`config.mk`:
```
export PLATFORM = sky130hd
export DESIGN_NAME = reimu_bullet
export DESIGN_NICKNAME = d
export VERILOG_FILES = /design/src/rtl/reimu_bullet.sv
export SDC_FILE = /design/constraint.sdc
export NUM_CORES = 1
export LEC_CHECK = 0
export ABC_AREA = 1
export CORE_MARGIN = 2
export CORE_UTILIZATION = 30
export CTS_CLUSTER_SIZE = 40
export DETAILED_ROUTE_END_ITERATION = 12
export SLEW_MARGIN = 20
export SYNTH_ARGS = -nofsm -noshare
export SYNTH_HDL_FRONTEND = slang
export SYNTH_SLANG_ARGS = --single-unit
```
`constraint.sdc`:
```
create_clock -name clk22 -period 3.15 [get_ports clk22]
set_input_delay 0.315 -clock clk22 [delete_from_list [all_inputs] [get_ports clk22]]
set_output_delay 0.315 -clock clk22 [all_outputs]
set_load 0.01 [all_outputs]
```
`src/rtl/reimu_bullet.sv`:
```
// reimu_bullet: four-slot player bullet pool with fire cooldown, enemy collision and hit pulses.
// Optional hit score counter enabled by defining REIMU_BULLET_SCORE_EN.
module reimu_bullet #(
  parameter logic [9:0] SPEED = 10'd12,
  parameter logic [3:0] COOLDOWN = 4'd4
) (
  input  logic        clk22,
  input  logic        rst,
  input  logic        fire,
  input  logic [9:0]  reimux,
  input  logic [9:0]  reimuy,
  input  logic [9:0]  enmx1,
  input  logic [9:0]  enmx2,
  input  logic [9:0]  enmx3,
  input  logic [9:0]  enmx4,
  input  logic [9:0]  enmy1,
  input  logic [9:0]  enmy2,
  input  logic [9:0]  enmy3,
  input  logic [9:0]  enmy4,
  input  logic        enm1,
  input  logic        enm2,
  input  logic        enm3,
  input  logic        enm4,
  output logic [9:0]  bulletx1,
  output logic [9:0]  bulletx2,
  output logic [9:0]  bulletx3,
  output logic [9:0]  bulletx4,
  output logic [9:0]  bullety1,
  output logic [9:0]  bullety2,
  output logic [9:0]  bullety3,
  output logic [9:0]  bullety4,
  output logic [3:0]  bullet_vld,
  output logic        hit1,
  output logic        hit2,
  output logic        hit3,
  output logic        hit4,
  output logic [15:0] score
);
  logic [9:0] bx [4];
  logic [9:0] by [4];
  logic [9:0] ex [4];
  logic [9:0] ey [4];
  logic [3:0] vld, cd, hit, hit_n, ea, hs, ret, free, sel;
  logic [3:0] ovl [4];
  logic [3:0] strike [4];
  logic acc;
  assign ex = '{enmx1, enmx2, enmx3, enmx4};
  assign ey = '{enmy1, enmy2, enmy3, enmy4};
  assign ea = {enm4, enm3, enm2, enm1};
  assign {bulletx4, bulletx3, bulletx2, bulletx1} = {bx[3], bx[2], bx[1], bx[0]};
  assign {bullety4, bullety3, bullety2, bullety1} = {by[3], by[2], by[1], by[0]};
  assign bullet_vld = vld;
  assign {hit4, hit3, hit2, hit1} = hit;
  assign free = ~vld;
  assign sel = free & (~free + 4'd1);
  assign acc = fire && cd == 4'd0 && reimuy >= 10'd24 && |free;
  // Box test is rearranged as x+12 > e and x < e+12 in 11 bits so small enemy coordinates never wrap
  always_comb begin
    hit_n = '0;
    for (int i = 0; i < 4; i++) begin
      ovl[i] = '0;
      for (int k = 0; k < 4; k++)
        ovl[i][k] = vld[i] && ea[k]
          && ({1'b0, bx[i]} + 11'd12 > {1'b0, ex[k]}) && ({1'b0, bx[i]} < {1'b0, ex[k]} + 11'd12)
          && ({1'b0, by[i]} + 11'd12 > {1'b0, ey[k]}) && ({1'b0, by[i]} < {1'b0, ey[k]} + 11'd12);
      strike[i] = ovl[i] & (~ovl[i] + 4'd1);
      hs[i] = |ovl[i];
      ret[i] = vld[i] && !hs[i] && ({1'b0, by[i]} < {1'b0, SPEED} + 11'd8);
      hit_n = hit_n | strike[i];
    end
  end
  always_ff @(posedge clk22) begin
    if (rst) begin
      vld <= '0;
      cd <= '0;
      hit <= '0;
      for (int i = 0; i < 4; i++) begin
        bx[i] <= '0;
        by[i] <= '0;
      end
    end else begin
      cd <= acc ? COOLDOWN : (cd != 4'd0) ? cd - 4'd1 : cd;
      hit <= hit_n;
      for (int i = 0; i < 4; i++) begin
        if (acc && sel[i]) begin
          vld[i] <= 1'b1;
          bx[i] <= reimux;
          by[i] <= reimuy - 10'd16;
        end else if (hs[i] || ret[i]) begin
          vld[i] <= 1'b0;
          bx[i] <= '0;
          by[i] <= '0;
        end else if (vld[i]) begin
          by[i] <= by[i] - SPEED;
        end
      end
    end
  end
`ifdef REIMU_BULLET_SCORE_EN
  logic [2:0] cnt;
  logic [16:0] sum;
  assign cnt = {2'b0, hit_n[0]} + {2'b0, hit_n[1]} + {2'b0, hit_n[2]} + {2'b0, hit_n[3]};
  assign sum = {1'b0, score} + {14'b0, cnt};
  always_ff @(posedge clk22)
    if (rst) score <= '0;
    else score <= sum[16] ? 16'hFFFF : sum[15:0];
`else
  assign score = 16'd0;
`endif
endmodule

```
### Word level (Yosys, flattened, before mapping)

Memory sizes are Yosys's and may differ from the RTL's.
Index checks and enable logic that the tools add are counted.

* flip-flop bits (word level): 12
* memory bits (writable): 80
* memories: 2

Memories
* bx: depth 4, bits a word 10, rd ports 4, clocked after Yosys merged registers in 0, write ports 4, line 39 `logic [9:0] bx [4];`
* by: depth 4, bits a word 10, rd ports 4, clocked after Yosys merged registers in 0, write ports 4, line 40 `logic [9:0] by [4];`

* add/sub/neg operators: 27
* magnitude comparators: 69
* mux-type cells: 80
* bitwise operators: 34
* reduce and logical (&&, ||, !) cells: 116

Operators by type and width (count)
* $gt 11x10->1: 32
* $lt 10x11->1: 32
* $mux 10: 20
* $add 10x4->11 const B: 16
* $logic_and 1x1->1: 95
* $mux 1: 58
* $lt 10x5->1 const B: 4
* $sub 10x4->10 const B: 4
* $not 4->4: 6
* $add 4x1->4 const B: 5
* $and 4x4->4: 5
* $or 1x1->1: 20
* $reduce_or 4->1: 5
* $or 4x4->4: 3
* $ge 10x5->1 const B: 1
* $reduce_bool 2->1: 5
* $sub 10x5->10 const B: 1
* $mux 3: 2
* $logic_not 1->1: 4
* $logic_not 4->1: 1
* $logic_or 1x1->1: 4
* $reduce_bool 4->1: 1
* $sub 4x1->4 const B: 1
* $reduce_or 2->1: 1

### Logic depth before layout (Yosys ltp)

Gate-level depths: netlist of run 1.
An unclocked memory read counts as a cell.

* depth in word-level cells: 18
* mapped depth: 26
* gate-level depth less buffers: 26

### Worst setup path after synthesis of run 1

Ideal clock, no wire load.

* kind: register -> register
* from: memory by[1][2]
* to: memory bx[1][0] (enable)
* data arrival time: 2.940 ns
* required time: 2.799 ns
* slack: -0.142 ns
* stages on the path, launching flop included: 20
* period minus slack after synthesis: 3.292 ns
* cell sequence: edfxtp_1 > inv_1 > ha_1 > inv_1 > nand2_2 > nor2_8 > nand2_1 > xor2_1 > inv_1 > ha_1 > a21oi_1 > o211ai_1 > a21oi_1 > a21oi_1 > nand3_1 > nand2_1 > nor2_4 > nand2_2 > nand2_4 > nand3_1

RTL lines (line)
* start: declaration: 40
* end: declaration: 39

==> results of run 1 <==
[what timing repair did]
| action | CTS | global route |
|---|---|---|
| buffers inserted | 62 | 33 |
| hold buffers | 0 | 0 |
| gates resized for setup | 425 | 298 |
| pin swaps | 183 | 175 |
| hold endpoints to repair | 0 | 0 |
| setup endpoints to repair | 112 | 112 |
| gates cloned | 7 | 0 |
[per-stage QoR]
| stage | hold WS, ps | instance area, µm² | total power, mW | cells | worst slack, ps |
|---|---|---|---|---|---|
| floorplan | 468.9 | 21500 | 5.570 | 3034 | -49.60 |
| global placement | 494.5 | 28400 | 9.013 | 4660 | -850.9 |
| detailed placement | 503.4 | 28400 | 9.099 | 4660 | -943.1 |
| CTS | 512.9 | 31190 | 10.99 | 4734 | -178.4 |
| global route | 541.2 | 32880 | 12.56 | 4761 | -441.9 |
| finish | 507.8 | 32880 | 11.79 | 4761 | -296.9 |
[critical path, stage by stage, from the launching register on]
cell and delay, ps:
edfxtp_1 570, buf_6 160, o21ai_4 60, nor2_4 220, nand3_2 110, xor2_1 180, inv_2 150, ha_4 290
inv_1 40, nor2_1 90, nand2_1 70, inv_2 100, nand3_4 80, nand3_2 100, nor2_4 50, nand3_2 80
nand2_2 60, nor2_4 230, nand2_4 90, nand2_4 100, buf_6 150, nand3_4 80, nand2_2 100, inv_1 40
[state kept, by name (all words and copies together) (netlist names)]
signal,cells
bullet_vld,4
bx,40
hit,4
cd,4
by,40
[cells in the mapped netlist, types with 12 or more instances]
master and n:
a21oi_1 230, buf_4 21, nor2_2 13, xnor2_1 18, xor2_1 93, nand2_1 638
inv_1 364, a21o_1 13, o21a_1 23, nor3_1 73, ha_1 599, dfxtp_1 12
edfxtp_1 80, nand3b_1 53, nor2_1 346, o21ai_0 62, nand3_1 133, nand4_1 96
[path summary, 6_finish.rpt]
check                               from  endpoint
worst min-delay path               cd[0]     cd[0]
worst max register to register  bx[2][3]  by[2][6]
worst min register to register     cd[0]     cd[0]
worst max-delay path            bx[2][3]  by[2][6]
[routing by layer]
layer,share of wire [%],track usage [%]
met5,0,0
met4,5.7,12.29
met3,8.2,2.973
met2,44,42.02
met1,43,35.93
[cells in the final DEF, fill, tap and decap left out, types with 51 or more instances in the layout]
| cell type | synthesis | routed |
|---|---|---|
| ha_4 | 0 | 89 |
| nand3b_1 | 53 | 53 |
| xor2_1 | 93 | 59 |
| clkdlybuf4s50_1 | 0 | 176 |
| nand2_1 | 638 | 550 |
| inv_1 | 364 | 297 |
| ha_1 | 599 | 505 |
| inv_2 | 5 | 60 |
| a21oi_1 | 230 | 180 |
| edfxtp_1 | 80 | 80 |
| nand4_1 | 96 | 96 |
| nor2_1 | 346 | 273 |
| nor2_2 | 13 | 51 |
| buf_4 | 21 | 551 |
| nand3_1 | 133 | 81 |
| nand2_2 | 10 | 79 |
[power by group through the flow]
stage	Clock, mW	Sequential [mW]	Combinational (mW)
2_1_floorplan	0	1.86	3.71
3_3_place_gp	0	1.80	7.22
3_5_place_dp	0	1.80	7.30
4_1_cts	1.24	1.78	7.97
5_1_grt	1.28	1.81	9.46
6_report	1.24	1.81	8.74
[cell families (layout without fill, tap and decap cells)]
kind of cell / count (synthesis) / count (layout)
AO/OA/AOI/OAI: 388 / 388
XOR/XNOR: 111 / 111
adder cells (fa/ha/maj): 599 / 599
buffers and inverters: 414 / 1197
flip-flops: 92 / 92
other: 1 / 16
AND/OR/NAND/NOR: 1414 / 1418
[layout make-up]
type,instances,area (µm²)
multi-input cells,2532,20330
repair buffers,810,6963
inverters,371,1431
fillers,6699,37390
clock buffers,10,229.0
clock inverters,6,112.6
well taps,940,1176
flip-flops and latches,92,2643
==> impl_metrics.toml, run 1 <==
[run_status]
status = "finished with violations"
failed_checks = "negative setup slack"

[global_routing]
grt_pass1_vias = 23310
grt_first_pass_wirelength_um = 145700
grtUsageTotal_pct = 26.52
grt_max_degree = 19
antenna_found_initial = 0
overflow = 0

[timing]
setup_tns_ps = -21640
drv_slew = 0
finalSetupViolations = 110
finalCritPeriodShare_pct = 109.4
finalWorstSetupSlack_ps = -296.9
period_minus_slack_ps = 3447
max_slew_margin_pct = 30.37
rsz0062_at_grt = "true"
tightest_slew_ps = 1038
fin_skew_ps = 11.43
hold_violations = 0
max_freq_ghz = 0.2901

[yosys]
ys_ff_latch = 92
synth_xor_area_share_pct = 4.554
synth_edf_count = 80
synth_ff_type = "edfxtp_1"
yosys.area.top_type = "ha_1"
synth_compound_area_share_pct = 10.15
netlist_instances = 3019
synth.distinct_cells = 57
synth_top_area_share_pct = 35.11
synth_simple_gate_area_share_pct = 29.74
synth.area.top_cells = "ha_1, edfxtp_1, nand2_1"
syn_avg_cell_area_um2 = 7.072
ys_seq_area_share_pct = 12.38
yosys_warnings = 0
synthMuxAreaShare_pct = 0
synth-async-reset-ratio_pct = 0
syn_area_um2 = 21350
synthAdderAreaFrac_pct = 35.11
synth_top_family_by_area = "adder cells"

[clocking]
clock_path_buffers = 2
cts_buffers = 9
root_buffer = "clkbuf_16"
clk_pin_slew_ps = 70
cts_tree = "built"
cts.sinks = 92
htree_levels = 3
clk_latency_ps = 340

[detailed_routing]
firstDrtPassIters = 8
drc = 0
vias = 24890
ant_nets = 0
drt_iter0_drc = 2348
routed_wirelength_um = 102400
vias_per_cell = 5.228
post_drt_wl_per_cell_um = 21.50

[setup_path]
reg2reg_slack_ps = -300
crit_path_end_kind = "flip-flop"
crit_type = "reg -> reg"
cp-start-kind = "flip-flop"
arrival_ps = 3550
crit_fanout = 4
crit_required_ps = 3260
r2r_cells = 23

[placed_design]
port-buffer-count = 194
place_congestion = 1.041
dpl.hpwl_um = 84510

[die]
die_y_um = 270.8
rows = 97
io_pins = 211
die-area_um2 = 73310
start_util_pct = 30.38
die_w_um = 270.8
core_um2 = 70270

[final_layout]
syn2layout_area_growth_pct = 54.02
diodes = 0
utilization_pct = 46.79
drive_gt1_share_pct = 31.90
finalNetCount = 4522

[pwr]
p_clk_share_pct = 10.5
p_seq_share_pct = 15.4
p_int_mw = 6.038
switching_power_mw = 5.749
powerDensity_nw_per_um2 = 358.4
combPwrFrac_pct = 74.1
ir_drop_uv = 274.1
p_leak_nw = 16.27
swShare_pct = 48.77

[min_path]
min_path_cells = 2
min_path_type = "reg -> reg"

[run]
cap_violations = 0
Power figures use the tool's default switching activity.
==> inputs of run 2 (changes only) <==
--- a/config.mk
+++ b/config.mk
@@ -10,6 +10,7 @@
 export CORE_UTILIZATION = 30
 export CTS_CLUSTER_SIZE = 40
 export DETAILED_ROUTE_END_ITERATION = 12
+export SETUP_SLACK_MARGIN = 0.3
 export SLEW_MARGIN = 20
 export SYNTH_ARGS = -nofsm -noshare
 export SYNTH_HDL_FRONTEND = slang
==> constraint.sdc (replaced) <==
create_clock -name clk22 -period 3.9 [get_ports clk22]
set_input_delay 0.39 -clock clk22 [delete_from_list [all_inputs] [get_ports clk22]]
set_output_delay 0.39 -clock clk22 [all_outputs]
set_load 0.01 [all_outputs]
==> impl_metrics.toml, run 2 (synthesis results as in run 1) <==
[timing]
finalWorstSetupSlack_ps = 304.7
fin_hold_ws_ps = 497.1
setup_tns_ps = 0
max_slew_margin_pct = 54.03
finalSetupViolations = 0
finalCritPeriodShare_pct = 92.19
fin_skew_ps = 14.12
tightest_slew_ps = 687.3
hold_violations = 0
max_freq_ghz = 0.2781
rsz0062_at_grt = "true"
drv_slew = 0
period_minus_slack_ps = 3595

[final_layout]
drive_gt1_share_pct = 13.95
mostFrequentLayoutCell = "nand2_1"
reg_top3 = "bx (40), by (40)"
finalNetCount = 4177
diodes = 0
num-fill-cells = 7335
final_cell_mix = "nand2_1, ha_1, inv_1, nor2_1, buf_4"
syn2layout_area_growth_pct = 28.00

[setup_path]
cp-start-kind = "primary input"
crit_type = "in -> reg"
crit_required_ps = 4130
arrival_ps = 3830
r2r-end = "hit[2]"
startpoint = "enmy2[3]"
r2r_cells = 22
crit_fanout = 4
crit_path_end_kind = "flip-flop"
timing.rr.start = "bx[0][2]"
reg2reg_slack_ps = 340

[pwr]
fin_total_pwr_mw = 7.916
ir_drop_uv = 240.3
p_leak_nw = 14.19
powerDensity_nw_per_um2 = 289.7

[clocking]
cts_hold_buf = 0
root_buffer = "clkbuf_16"
cts_buffers = 9
clk_latency_ps = 360
clk_pin_slew_ps = 80
cts_tree = "built"
htree_levels = 3
clock_path_buffers = 2
cts.sinks = 92

[detailed_routing]
drc = 0
post_drt_wl_per_cell_um = 20.96
vias_per_cell = 5.143
ant_nets = 0
drt_iter0_drc = 1828
routed_wirelength_um = 92580
vias = 22710
firstDrtPassIters = 7

[global_routing]
grt_max_degree = 19
overflow = 0
grtUsageTotal_pct = 24.37
antenna_found_initial = 2
grt_pass1_vias = 21130
grt_first_pass_wirelength_um = 133900

[placed_design]
dpl.hpwl_um = 79710
place_congestion = 0.9805
dp_slack_ps = -231.8
port-buffer-count = 194

[die]
core_um2 = 70270
io_pins = 211
start_util_pct = 30.38
rows = 97
die_w_um = 270.8
die_y_um = 270.8
die-area_um2 = 73310

[run_status]
status = "finished, final reports clean"

[min_path]
min_path_type = "reg -> reg"
min_path_cells = 2
min_from = "cd[0]"
hold_end = "cd[0]"

[run]
cap_violations = 0
## run 2: critical path, cell delays in order
cell	delay, ps
clkdlybuf4s50_1	530
inv_2	100
ha_2	220
nor2_4	150
nand3_1	130
xor2_2	300
buf_4	160
ha_1	220
a21oi_1	180
nand3b_1	130
nand3_1	160
nor2_1	230
nand4_1	180
nand2_2	130
inv_1	60
nand2_1	80
nand3_1	90
nor2_1	200
buf_4	170
nor2_1	40
## run 2: through the flow
step           cells  cell area [µm²]  utilization [%]
2_1_floorplan   3034            21410                -
3_3_place_gp    4387            26270            37.38
3_5_place_dp    4387            26270            37.38
4_1_cts         4405            26640            37.91
5_1_grt         4416            27330            38.89
6_report        4416            27330            38.89
## run 2: metal layers
| metal | GRT usage (%) | up-vias | routed length (µm) |
|---|---|---|---|
| li1 | - | 11170 | - |
| met1 | 33.05 | 10510 | 40760 |
| met2 | 38.78 | 838 | 40150 |
| met3 | 3.621 | 194 | 7376 |
| met4 | 9.392 | 4 | 4271 |
| met5 | 0 | - | 24 |
## run 2: worst max-delay path by stage
stage	to	cells after the start
final	hit[2]	20
after global routing	hit[2]	22
after CTS	bx[1][0]	19
after detailed placement	bx[1][3]	19
after global placement	by[1][4]	22
after floorplan	bx[1][0]	19
## run 2: area by class of cell
cell class | count | area [µm²] | area share [%]
Multi-Input combinational cell | 2528 | 17700 | 64.75
Timing Repair Buffer | 469 | 4124 | 15.09
Sequential cell | 92 | 2643 | 9.670
Inverter | 371 | 1398 | 5.114
Tap cell | 940 | 1176 | 4.304
Clock buffer | 9 | 225.2 | 0.8241
Clock inverter | 7 | 66.31 | 0.2427
## run 2: what timing repair did
item | CTS | global route
pin swaps | 0 | 30
setup buffers | 2 | 11
gates resized for setup | 13 | 145
endpoints found under the setup margin | 82 | 108
## run 2: where the power goes
part | switching [mW] | total, mW | internal, mW
Sequential | 0.198 | 1.43 | 1.23
Combinational | 3.40 | 5.62 | 2.21
Clock | 0.423 | 0.872 | 0.449
